<file path="src/rtl/hazard_unit_mc_if.sv">
// ---------------------------------------------------------------------------
// hazard_unit_mc_if
//   Bundle of pipeline-status signals consumed by the hazard unit and the
//   hazard control vector it returns to the datapath.
//
//   Signals (REG_WIDTH-wide register indices, all others 1 bit):
//     rsD, rtD, jumpD, stopD              instruction in ID
//     rsE, rtE, WriteRegE, MemReadE,
//     FloatingE, PCSrcE                   instruction in EX
//     WriteRegM, rtM, RegWriteM, MemWriteM instruction in MEM
//     WriteRegW, RegWriteW                instruction in WB
//     hazard_control_vector_o [12:0]      result back to the datapath
//
//   Handshake: there is no valid/ready pair. Every signal is a level that
//   describes the current pipeline contents and is sampled every cycle. The
//   returned vector is a combinational response to that cycle's levels plus
//   the hazard unit's registered state.
//
//   Modports: master = pipeline/datapath side, slave = hazard unit.
// ---------------------------------------------------------------------------
interface hazard_unit_mc_if #(
    parameter int REG_WIDTH = 4
);
    logic [REG_WIDTH-1:0] rsD;
    logic [REG_WIDTH-1:0] rtD;
    logic                 jumpD;
    logic                 stopD;
    logic [REG_WIDTH-1:0] rsE;
    logic [REG_WIDTH-1:0] rtE;
    logic [REG_WIDTH-1:0] WriteRegE;
    logic                 MemReadE;
    logic                 FloatingE;
    logic                 PCSrcE;
    logic [REG_WIDTH-1:0] WriteRegM;
    logic [REG_WIDTH-1:0] rtM;
    logic                 RegWriteM;
    logic                 MemWriteM;
    logic [REG_WIDTH-1:0] WriteRegW;
    logic                 RegWriteW;
    logic [12:0]          hazard_control_vector_o;

    modport master (
        output rsD, rtD, jumpD, stopD,
        output rsE, rtE, WriteRegE, MemReadE, FloatingE, PCSrcE,
        output WriteRegM, rtM, RegWriteM, MemWriteM,
        output WriteRegW, RegWriteW,
        input  hazard_control_vector_o
    );

    modport slave (
        input  rsD, rtD, jumpD, stopD,
        input  rsE, rtE, WriteRegE, MemReadE, FloatingE, PCSrcE,
        input  WriteRegM, rtM, RegWriteM, MemWriteM,
        input  WriteRegW, RegWriteW,
        output hazard_control_vector_o
    );
endinterface

</file>
<file path="src/rtl/hazard_unit_mc.sv">
// ---------------------------------------------------------------------------
// hazard_unit_mc
//   Hazard and forwarding controller for the 16-bit 5-stage pipeline.
//   Produces forwarding selects, store-data forwarding, load-use stalls,
//   branch/jump flushes, multi-cycle (Floating) EX stall sequencing,
//   Stop-drain halt and a saturating stall counter.
//
//   Ports:
//     clk          in   rising-edge clock
//     rst          in   asynchronous active-low reset
//     hz           slave modport of hazard_unit_mc_if (pipeline status in,
//                  hazard_control_vector_o out):
//                  {fwdA[1:0],fwdB[1:0],mem_src,flushEX_MEM,flushIF_ID,
//                   flushID_EX,pcstall,IF_IDstall,ID_EXstall,EX_MEMstall,
//                   MEM_WBstall}
//     busy_o       out  multi-cycle op in progress
//     halted_o     out  pipeline halted by Stop
//     stall_cnt_o  out  cycles with pcstall=1, saturating
//     state_o      out  FSM state (0 IDLE, 1 MC_BUSY, 2 DRAIN, 3 HALT)
// ---------------------------------------------------------------------------
module hazard_unit_mc #(
    parameter int REG_WIDTH       = 4,
    parameter int FP_LATENCY      = 3,
    parameter int DRAIN_CYCLES    = 3,
    parameter int STALL_CNT_WIDTH = 16,
    parameter int R0_IS_ZERO      = 1
) (
    input  logic                       clk,
    input  logic                       rst,
    hazard_unit_mc_if.slave            hz,
    output logic                       busy_o,
    output logic                       halted_o,
    output logic [STALL_CNT_WIDTH-1:0] stall_cnt_o,
    output logic [1:0]                 state_o
);

    localparam int MC_W    = (FP_LATENCY > 2) ? $clog2(FP_LATENCY) : 1;
    localparam int DRAIN_W = (DRAIN_CYCLES > 1) ? $clog2(DRAIN_CYCLES) : 1;
    localparam bit FP_MULTI = (FP_LATENCY > 1);

    typedef enum logic [1:0] {
        IDLE    = 2'd0,
        MC_BUSY = 2'd1,
        DRAIN   = 2'd2,
        HALT    = 2'd3
    } state_t;

    state_t               state_q, state_d;
    logic [MC_W-1:0]      mc_cnt_q, mc_cnt_d;
    logic [DRAIN_W-1:0]   drain_cnt_q, drain_cnt_d;

    logic [1:0] fwd_a, fwd_b;
    logic       mem_src;
    logic       load_use, fp_start;
    logic       flush_ex_mem, flush_if_id, flush_id_ex;
    logic       pcstall, if_id_stall, id_ex_stall;
    logic [12:0] vec;

    // Register index 0 is hard-wired zero when R0_IS_ZERO, so it never
    // produces a dependency.
    function automatic logic match(input logic [REG_WIDTH-1:0] a,
                                   input logic [REG_WIDTH-1:0] b);
        return (a == b) && !((R0_IS_ZERO != 0) && (a == '0));
    endfunction

    // Forwarding is independent of FSM state; MEM is newer than WB so wins.
    always_comb begin
        fwd_a = 2'b00;
        fwd_b = 2'b00;
        if (hz.RegWriteM && match(hz.WriteRegM, hz.rsE))
            fwd_a = 2'b01;
        else if (hz.RegWriteW && match(hz.WriteRegW, hz.rsE))
            fwd_a = 2'b10;
        if (hz.RegWriteM && match(hz.WriteRegM, hz.rtE))
            fwd_b = 2'b01;
        else if (hz.RegWriteW && match(hz.WriteRegW, hz.rtE))
            fwd_b = 2'b10;
        mem_src = hz.MemWriteM && hz.RegWriteW && match(hz.WriteRegW, hz.rtM);
    end

    assign load_use = hz.MemReadE &&
                      (match(hz.WriteRegE, hz.rsD) || match(hz.WriteRegE, hz.rtD));
    assign fp_start = hz.FloatingE && FP_MULTI;

    always_ff @(posedge clk or negedge rst) begin
        if (!rst) begin
            state_q     <= IDLE;
            mc_cnt_q    <= '0;
            drain_cnt_q <= '0;
            stall_cnt_o <= '0;
        end else begin
            state_q     <= state_d;
            mc_cnt_q    <= mc_cnt_d;
            drain_cnt_q <= drain_cnt_d;
            if (pcstall && (stall_cnt_o != '1))
                stall_cnt_o <= stall_cnt_o + STALL_CNT_WIDTH'(1);
        end
    end

    always_comb begin
        state_d      = state_q;
        mc_cnt_d     = mc_cnt_q;
        drain_cnt_d  = drain_cnt_q;
        flush_ex_mem = 1'b0;
        flush_if_id  = 1'b0;
        flush_id_ex  = 1'b0;
        pcstall      = 1'b0;
        if_id_stall  = 1'b0;
        id_ex_stall  = 1'b0;
        case (state_q)
            IDLE: begin
                // A Floating op starting this cycle suppresses the load-use
                // stall; the load-use is seen again once MC_BUSY releases.
                if (hz.PCSrcE) begin
                    flush_if_id = 1'b1;
                    flush_id_ex = 1'b1;
                end else if (load_use && !fp_start) begin
                    pcstall     = 1'b1;
                    if_id_stall = 1'b1;
                    flush_id_ex = 1'b1;
                end else if (hz.jumpD) begin
                    flush_if_id = 1'b1;
                end
                if (fp_start) begin
                    state_d  = MC_BUSY;
                    mc_cnt_d = MC_W'(FP_LATENCY - 2);
                end else if (hz.stopD && !(flush_if_id || flush_id_ex)) begin
                    state_d     = DRAIN;
                    drain_cnt_d = DRAIN_W'(DRAIN_CYCLES - 1);
                end
            end
            MC_BUSY: begin
                // Freeze front end, inject a bubble into MEM.
                pcstall      = 1'b1;
                if_id_stall  = 1'b1;
                id_ex_stall  = 1'b1;
                flush_ex_mem = 1'b1;
                if (mc_cnt_q == '0)
                    state_d = IDLE;
                else
                    mc_cnt_d = mc_cnt_q - MC_W'(1);
            end
            DRAIN: begin
                pcstall     = 1'b1;
                if_id_stall = 1'b1;
                flush_id_ex = 1'b1;
                if (drain_cnt_q == '0)
                    state_d = HALT;
                else
                    drain_cnt_d = drain_cnt_q - DRAIN_W'(1);
            end
            HALT: begin
                pcstall     = 1'b1;
                if_id_stall = 1'b1;
                flush_id_ex = 1'b1;
            end
            default: state_d = IDLE;
        endcase
    end

    // Later stages never freeze, so the two low bits are constant zero.
    assign vec = {fwd_a, fwd_b, mem_src, flush_ex_mem, flush_if_id, flush_id_ex,
                  pcstall, if_id_stall, id_ex_stall, 1'b0, 1'b0};

    // The vector is forced to zero while reset is held, even though the
    // forwarding part is purely combinational.
    assign hz.hazard_control_vector_o = rst ? vec : 13'd0;
    assign busy_o   = (state_q == MC_BUSY);
    assign halted_o = (state_q == HALT);
    assign state_o  = state_q;

endmodule

</file>
<file path="src/flat_wrapper.sv">
// flat-port wrapper written by rule: the top's interface ports become plain ports
module hazard_unit_mc_flat 
#(
    parameter int REG_WIDTH       = 4,
    parameter int FP_LATENCY      = 3,
    parameter int DRAIN_CYCLES    = 3,
    parameter int STALL_CNT_WIDTH = 16,
    parameter int R0_IS_ZERO      = 1
)
  (clk, rst, busy_o, halted_o, stall_cnt_o, state_o, hz_rsD, hz_rtD, hz_jumpD, hz_stopD, hz_rsE, hz_rtE, hz_WriteRegE, hz_MemReadE, hz_FloatingE, hz_PCSrcE, hz_WriteRegM, hz_rtM, hz_RegWriteM, hz_MemWriteM, hz_WriteRegW, hz_RegWriteW, hz_hazard_control_vector_o);
  hazard_unit_mc_if #(.REG_WIDTH(REG_WIDTH)) hz_i ();
  input  logic clk;
  input  logic rst;
  output logic busy_o;
  output logic halted_o;
  output logic [STALL_CNT_WIDTH-1:0] stall_cnt_o;
  output logic [1:0] state_o;
  input wire logic [$bits(hz_i.rsD)-1:0] hz_rsD;
  input wire logic [$bits(hz_i.rtD)-1:0] hz_rtD;
  input wire logic [$bits(hz_i.jumpD)-1:0] hz_jumpD;
  input wire logic [$bits(hz_i.stopD)-1:0] hz_stopD;
  input wire logic [$bits(hz_i.rsE)-1:0] hz_rsE;
  input wire logic [$bits(hz_i.rtE)-1:0] hz_rtE;
  input wire logic [$bits(hz_i.WriteRegE)-1:0] hz_WriteRegE;
  input wire logic [$bits(hz_i.MemReadE)-1:0] hz_MemReadE;
  input wire logic [$bits(hz_i.FloatingE)-1:0] hz_FloatingE;
  input wire logic [$bits(hz_i.PCSrcE)-1:0] hz_PCSrcE;
  input wire logic [$bits(hz_i.WriteRegM)-1:0] hz_WriteRegM;
  input wire logic [$bits(hz_i.rtM)-1:0] hz_rtM;
  input wire logic [$bits(hz_i.RegWriteM)-1:0] hz_RegWriteM;
  input wire logic [$bits(hz_i.MemWriteM)-1:0] hz_MemWriteM;
  input wire logic [$bits(hz_i.WriteRegW)-1:0] hz_WriteRegW;
  input wire logic [$bits(hz_i.RegWriteW)-1:0] hz_RegWriteW;
  output wire logic [$bits(hz_i.hazard_control_vector_o)-1:0] hz_hazard_control_vector_o;
  assign hz_i.rsD = hz_rsD;
  assign hz_i.rtD = hz_rtD;
  assign hz_i.jumpD = hz_jumpD;
  assign hz_i.stopD = hz_stopD;
  assign hz_i.rsE = hz_rsE;
  assign hz_i.rtE = hz_rtE;
  assign hz_i.WriteRegE = hz_WriteRegE;
  assign hz_i.MemReadE = hz_MemReadE;
  assign hz_i.FloatingE = hz_FloatingE;
  assign hz_i.PCSrcE = hz_PCSrcE;
  assign hz_i.WriteRegM = hz_WriteRegM;
  assign hz_i.rtM = hz_rtM;
  assign hz_i.RegWriteM = hz_RegWriteM;
  assign hz_i.MemWriteM = hz_MemWriteM;
  assign hz_i.WriteRegW = hz_WriteRegW;
  assign hz_i.RegWriteW = hz_RegWriteW;
  assign hz_hazard_control_vector_o = hz_i.hazard_control_vector_o;
  hazard_unit_mc #(.REG_WIDTH(REG_WIDTH), .FP_LATENCY(FP_LATENCY), .DRAIN_CYCLES(DRAIN_CYCLES), .STALL_CNT_WIDTH(STALL_CNT_WIDTH), .R0_IS_ZERO(R0_IS_ZERO)) u_core (.clk(clk), .rst(rst), .hz(hz_i), .busy_o(busy_o), .halted_o(halted_o), .stall_cnt_o(stall_cnt_o), .state_o(state_o));
endmodule
</file>
<file path="config.mk">
export PLATFORM = sky130hd
export DESIGN_NAME = hazard_unit_mc_flat
export DESIGN_NICKNAME = d
export VERILOG_FILES = /design/src/rtl/hazard_unit_mc_if.sv /design/src/rtl/hazard_unit_mc.sv /design/src/flat_wrapper.sv
export SDC_FILE = /design/constraint.sdc
export NUM_CORES = 1
export LEC_CHECK = 0
export ABC_AREA = 1
export BUFFER_PORTS_ARGS = -buffer_cell sky130_fd_sc_hd__buf_2
export CAP_MARGIN = 20
export CORE_MARGIN = 2
export CORE_UTILIZATION = 54
export CTS_BUF_LIST = sky130_fd_sc_hd__clkbuf_8 sky130_fd_sc_hd__clkbuf_16
export CTS_CLUSTER_DIAMETER = 150
export DETAILED_ROUTE_END_ITERATION = 10
export HOLD_SLACK_MARGIN = 0.1
export PLACE_DENSITY = 0.87
export RECOVER_POWER = 100
export SYNTH_ARGS = -nofsm -noshare
export SYNTH_HDL_FRONTEND = slang
export SYNTH_SLANG_ARGS = --single-unit
</file>
<file path="constraint.sdc">
create_clock -name clk -period 3.1 [get_ports clk]
set_clock_uncertainty 0.1 [all_clocks]
set_input_delay 0.31 -clock clk [delete_from_list [all_inputs] [get_ports clk]]
set_output_delay 0.31 -clock clk [all_outputs]
set_load 0.05 [all_outputs]
</file>
==> results_tabular.tex <==
\begin{tabular}{lr}
\hline
Metric & Value \\
\hline
\multicolumn{2}{l}{\textbf{Outcome}} \\
Status & complete, no violations \\
\multicolumn{2}{l}{\textbf{Timing}} \\
F\_max & 0.377 GHz \\
Max-slew headroom & around 60\% \\
Worst-Margin Slew & just over 0.6 ns \\
Setup tns final & 0 ns \\
Final worst-path cycle share & between 80\% and 90\% \\
Final-report max-slew violation count & 0 \\
Setup repair after global routing missed its margin & no \\
Post-layout minimum cycle time & 2.65 ns \\
Post-route setup slack & between 0.4 and 0.5 ns \\
\# setup viols final & 0 \\
Hold Violations, Final & 0 \\
\multicolumn{2}{l}{\textbf{Clock tree}} \\
Num CTS Buffers & 3 \\
Skew-Pair Late Insertion Delay & approximately 0.26 ns \\
Count of clock tree sinks & 22 \\
Post-cts hold buffer count & 1 \\
Number of gates resized after CTS & 0 \\
Total setup buffers inserted after CTS & 0 \\
Clock transition time at the flip-flop clock pins of the worst setup and hold paths & roughly 0.080 ns \\
TritonCTS clock tree & built \\
CTS max path bufs & 2 \\
CTS root buf & sky130\_fd\_sc\_hd\_\_clkbuf\_8 \\
H-Tree Level Count & 1 \\
\multicolumn{2}{l}{\textbf{Logic synthesis}} \\
Number of warnings printed during yosys synthesis & 0 \\
Fraction of the yosys area taken by sequential cells & $\sim$28\% \\
Xor/xnor share of the synthesized area & approximately 8.3\% \\
Most numerous cell in the Yosys netlist & sky130\_fd\_sc\_hd\_\_nand2\_1 \\
Synthesis-stage register bit count & 22 \\
Average cell area after synthesis & around 6.4 µm² \\
Biggest area consumer among synthesized cells & sky130\_fd\_sc\_hd\_\_dfrtp\_1 \\
Number of instances in the synthesized netlist & roughly 310 \\
Number of synthesized flops with an enable pin & 0 \\
Netlist area before placement & around 2000 µm² \\
Mux contribution to synthesized area & 0\% \\
Synth area leaders & sky130\_fd\_sc\_hd\_\_dfrtp\_1 (28\%), sky130\_fd\_sc\_hd\_\_nand2\_1 (18\%), sky130\_fd\_sc\_hd\_\_inv\_1 (8.1\%) \\
Yosys cell types & 31 \\
Top\_reg\_cell synth & sky130\_fd\_sc\_hd\_\_dfrtp\_1 \\
Combinational family with the most area after synthesis & simple AND/OR/NAND/NOR gates \\
Post-synthesis simple-gate area fraction & $\sim$40\% \\
Most numerous cell types in the synthesized netlist & sky130\_fd\_sc\_hd\_\_nand2\_1 (98), sky130\_fd\_sc\_hd\_\_inv\_1 (43), sky130\_fd\_sc\_hd\_\_nand3\_1 (27), sky130\_fd\_sc\_hd\_\_nor2\_1 (27), sky130\_fd\_sc\_hd\_\_dfrtp\_1 (22) \\
Share of the synthesized area in the top cell type & 27.5\% \\
Synth Area in Compound Gates & about 7.7\% \\
Share of synthesized flip-flops with an asynchronous set or reset & 100\% \\
Adder-cell share of the synthesized area & 5.00\% \\
\multicolumn{2}{l}{\textbf{Finish}} \\
Share of layout cells above drive strength 1 & between 10\% and 20\% \\
N\_diodes & 0 \\
Synth-to-Final Area Change & 20.2\% \\
Layout net count & roughly 430 \\
\multicolumn{2}{l}{\textbf{Critical path}} \\
Capturing element type of the critical path & primary output \\
Start point of the critical path & rst \\
Cell type with the highest occurrence count on the critical path & sky130\_fd\_sc\_hd\_\_inv\_1 \\
Delay of the slowest critical-path stage & $\sim$0.52 ns \\
Critical Setup Path Class & primary input to primary output \\
Start of the worst register-to-register path & u\_core.stall\_cnt\_o[0]\$\_DFFE\_PN0P\_ \\
CP startpoint kind & primary input \\
Required time of the worst setup path & approximately 2.7 ns \\
Master of the slowest instance on the critical path & sky130\_fd\_sc\_hd\_\_dlygate4sd3\_1 \\
Signal arrival time at the worst endpoint & roughly 2.2 ns \\
Critical-path cell list & dlygate4sd3\_1, buf\_2, inv\_1, nor3\_1, o21ai\_0, inv\_1, clkbuf\_1 \\
Max Fanout on Critical Path & 21 \\
Worst reg2reg path depth & 9 \\
\multicolumn{2}{l}{\textbf{Hold path}} \\
Count of cells along the worst hold path & 3 \\
Path class of the lowest-slack min-delay path & primary input to register \\
Hold Startpoint & hz\_FloatingE \\
\multicolumn{2}{l}{\textbf{Power and ir drop}} \\
Peak VDD IR & roughly 0.55 mV \\
Power density cells & just under 700 nW/µm² \\
Reported leakage power & 1.31 nW \\
\multicolumn{2}{l}{\textbf{Drt}} \\
Overall routed net length & $\sim$4600 µm \\
Number of DRC markers after the initial detailed-route iteration & around 140 \\
Routed via count & around 2.2k \\
Detailed-route DRC error count & 0 \\
Drt pass-1 iters & 4 \\
Per-cell routed wire length & between 10 and 15 µm \\
Residual antenna-violating net count after detailed routing & 0 \\
Average vias per placed instance & about 5.0 \\
\multicolumn{2}{l}{\textbf{Place}} \\
GP Congestion & $\sim$0.85 \\
Detailed Place HPWL & between 3000 and 4000 µm \\
Post-placement setup slack & a little under 0.9 ns \\
Port-buffer cells & 72 \\
\multicolumn{2}{l}{\textbf{Floorplan}} \\
Initial core utilization & between 50\% and 60\% \\
Site Rows & 22 \\
Die span in x & roughly 65 µm \\
Height of the die & $\sim$65 µm \\
Die area & $\sim$4200 µm² \\
Number of I/O pins & 75 \\
Core area & $\sim$3600 µm² \\
\multicolumn{2}{l}{\textbf{Global route}} \\
Maximum number of pins on one net before global-route repair & 22 \\
Number of antenna violations at the first check in global routing & 0 \\
GR Overflow Total & 0 \\
Vias in the first global route & between 2k and 2.5k \\
Global router's overall resource usage & 23.7\% \\
First-pass GRT wire length & about 8000 µm \\
\multicolumn{2}{l}{\textbf{Run}} \\
Max cap viols & 0 \\
\hline
\end{tabular}
[state kept, by name (all words and copies together), names as in the netlist]
signal,flops
u_core.stall_cnt_o,16
u_core.drain_cnt_q,2
u_core.mc_cnt_q,2
u_core.state_o,2
[per-stage QoR]
step	hold slack, ns	area, µm²	total power [mW]	instances	utilization (%)
2_1_floorplan	-0.0856	2000	1.21	312	-
5_1_grt	0.353	2400	1.77	431	66.7
3_5_place_dp	0.178	2380	1.40	426	66.0
3_3_place_gp	0.165	2380	1.38	426	66.0
6_report	0.309	2400	1.63	431	66.7
4_1_cts	0.306	2460	1.67	431	68.2
[power breakdown]
group | internal [mW] | switching (mW)
clock | 0.172 | 0.0950
sequential | 0.359 | 0.0804
combinational | 0.250 | 0.676
[critical path: cells and delay by family]
family                 cells  cell delay (ns)
buffers and inverters      5             1.61
AO/OA/AOI/OAI              1             0.13
AND/OR/NAND/NOR            1             0.19
[final cells by class]
class / instances / area, µm²
Multi-Input combinational cell: 236 / 1210
Fill cell: 334 / 1200
Sequential cell: 22 / 551
Timing Repair Buffer: 74 / 335
Inverter: 47 / 176
Tap cell: 48 / 60.1
Clock buffer: 3 / 41.3
Clock inverter: 1 / 30.0
[cell families (layout without fill, tap and decap cells)]
logic type | Yosys count | after routing
xor+xnor | 19 | 19
other cells | 1 | 2
buf+inv | 54 | 125
compound gates | 25 | 25
simple gates | 182 | 182
flops | 22 | 22
fa+ha+maj | 8 | 8
[path summary, 6_finish.rpt]
kind / slack, ns / end
worst max register to register: 0.55 / u_core.stall_cnt_o[5]$_DFFE_PN0P_
max in group asynchronous: 1.83 / u_core.stall_cnt_o[6]$_DFFE_PN0P_
worst max-delay path: 0.45 / hz_hazard_control_vector_o[6]
worst min register to register: 0.38 / u_core.drain_cnt_q[1]$_DFFE_PN0P_
min in group asynchronous: 0.41 / u_core.stall_cnt_o[13]$_DFFE_PN0P_
worst min-delay path: 0.31 / u_core.state_o[1]$_DFFE_PN0P_
[layout by cell type (no fill, tap or decap), types with 2 or more instances in the layout]
master,netlist,routed
sky130_fd_sc_hd__nand3b_1,3,3
sky130_fd_sc_hd__inv_1,43,43
sky130_fd_sc_hd__inv_2,4,4
sky130_fd_sc_hd__o21ai_0,12,12
sky130_fd_sc_hd__a21oi_1,3,3
sky130_fd_sc_hd__ha_1,8,8
sky130_fd_sc_hd__nand4_1,7,7
sky130_fd_sc_hd__nand3_1,27,27
sky130_fd_sc_hd__nand2_1,98,100
sky130_fd_sc_hd__xnor2_1,7,7
sky130_fd_sc_hd__nor2_1,27,28
sky130_fd_sc_hd__buf_2,1,41
sky130_fd_sc_hd__xor2_1,12,12
sky130_fd_sc_hd__nor4_1,3,3
sky130_fd_sc_hd__conb_1,1,2
sky130_fd_sc_hd__o21a_1,2,2
sky130_fd_sc_hd__nor3_1,8,8
sky130_fd_sc_hd__or2_2,3,3
sky130_fd_sc_hd__dfrtp_1,22,22
sky130_fd_sc_hd__o22ai_1,4,4
sky130_fd_sc_hd__clkbuf_8,0,3
sky130_fd_sc_hd__clkbuf_1,0,32
[metal layers]
| layer | share of wire, % | routed length, µm | vias to the layer above | global-route usage [%] |
|---|---|---|---|---|
| li1 | - | - | 1127 | - |
| met5 | 0 | 0 | - | 0 |
| met2 | 47 | 2160 | 62 | 42.5 |
| met3 | 5.7 | 265 | 4 | 2.43 |
| met4 | 0.54 | 25 | 0 | 3.19 |
| met1 | 47 | 2160 | 967 | 31.4 |
(Power assumes the default switching activity.)
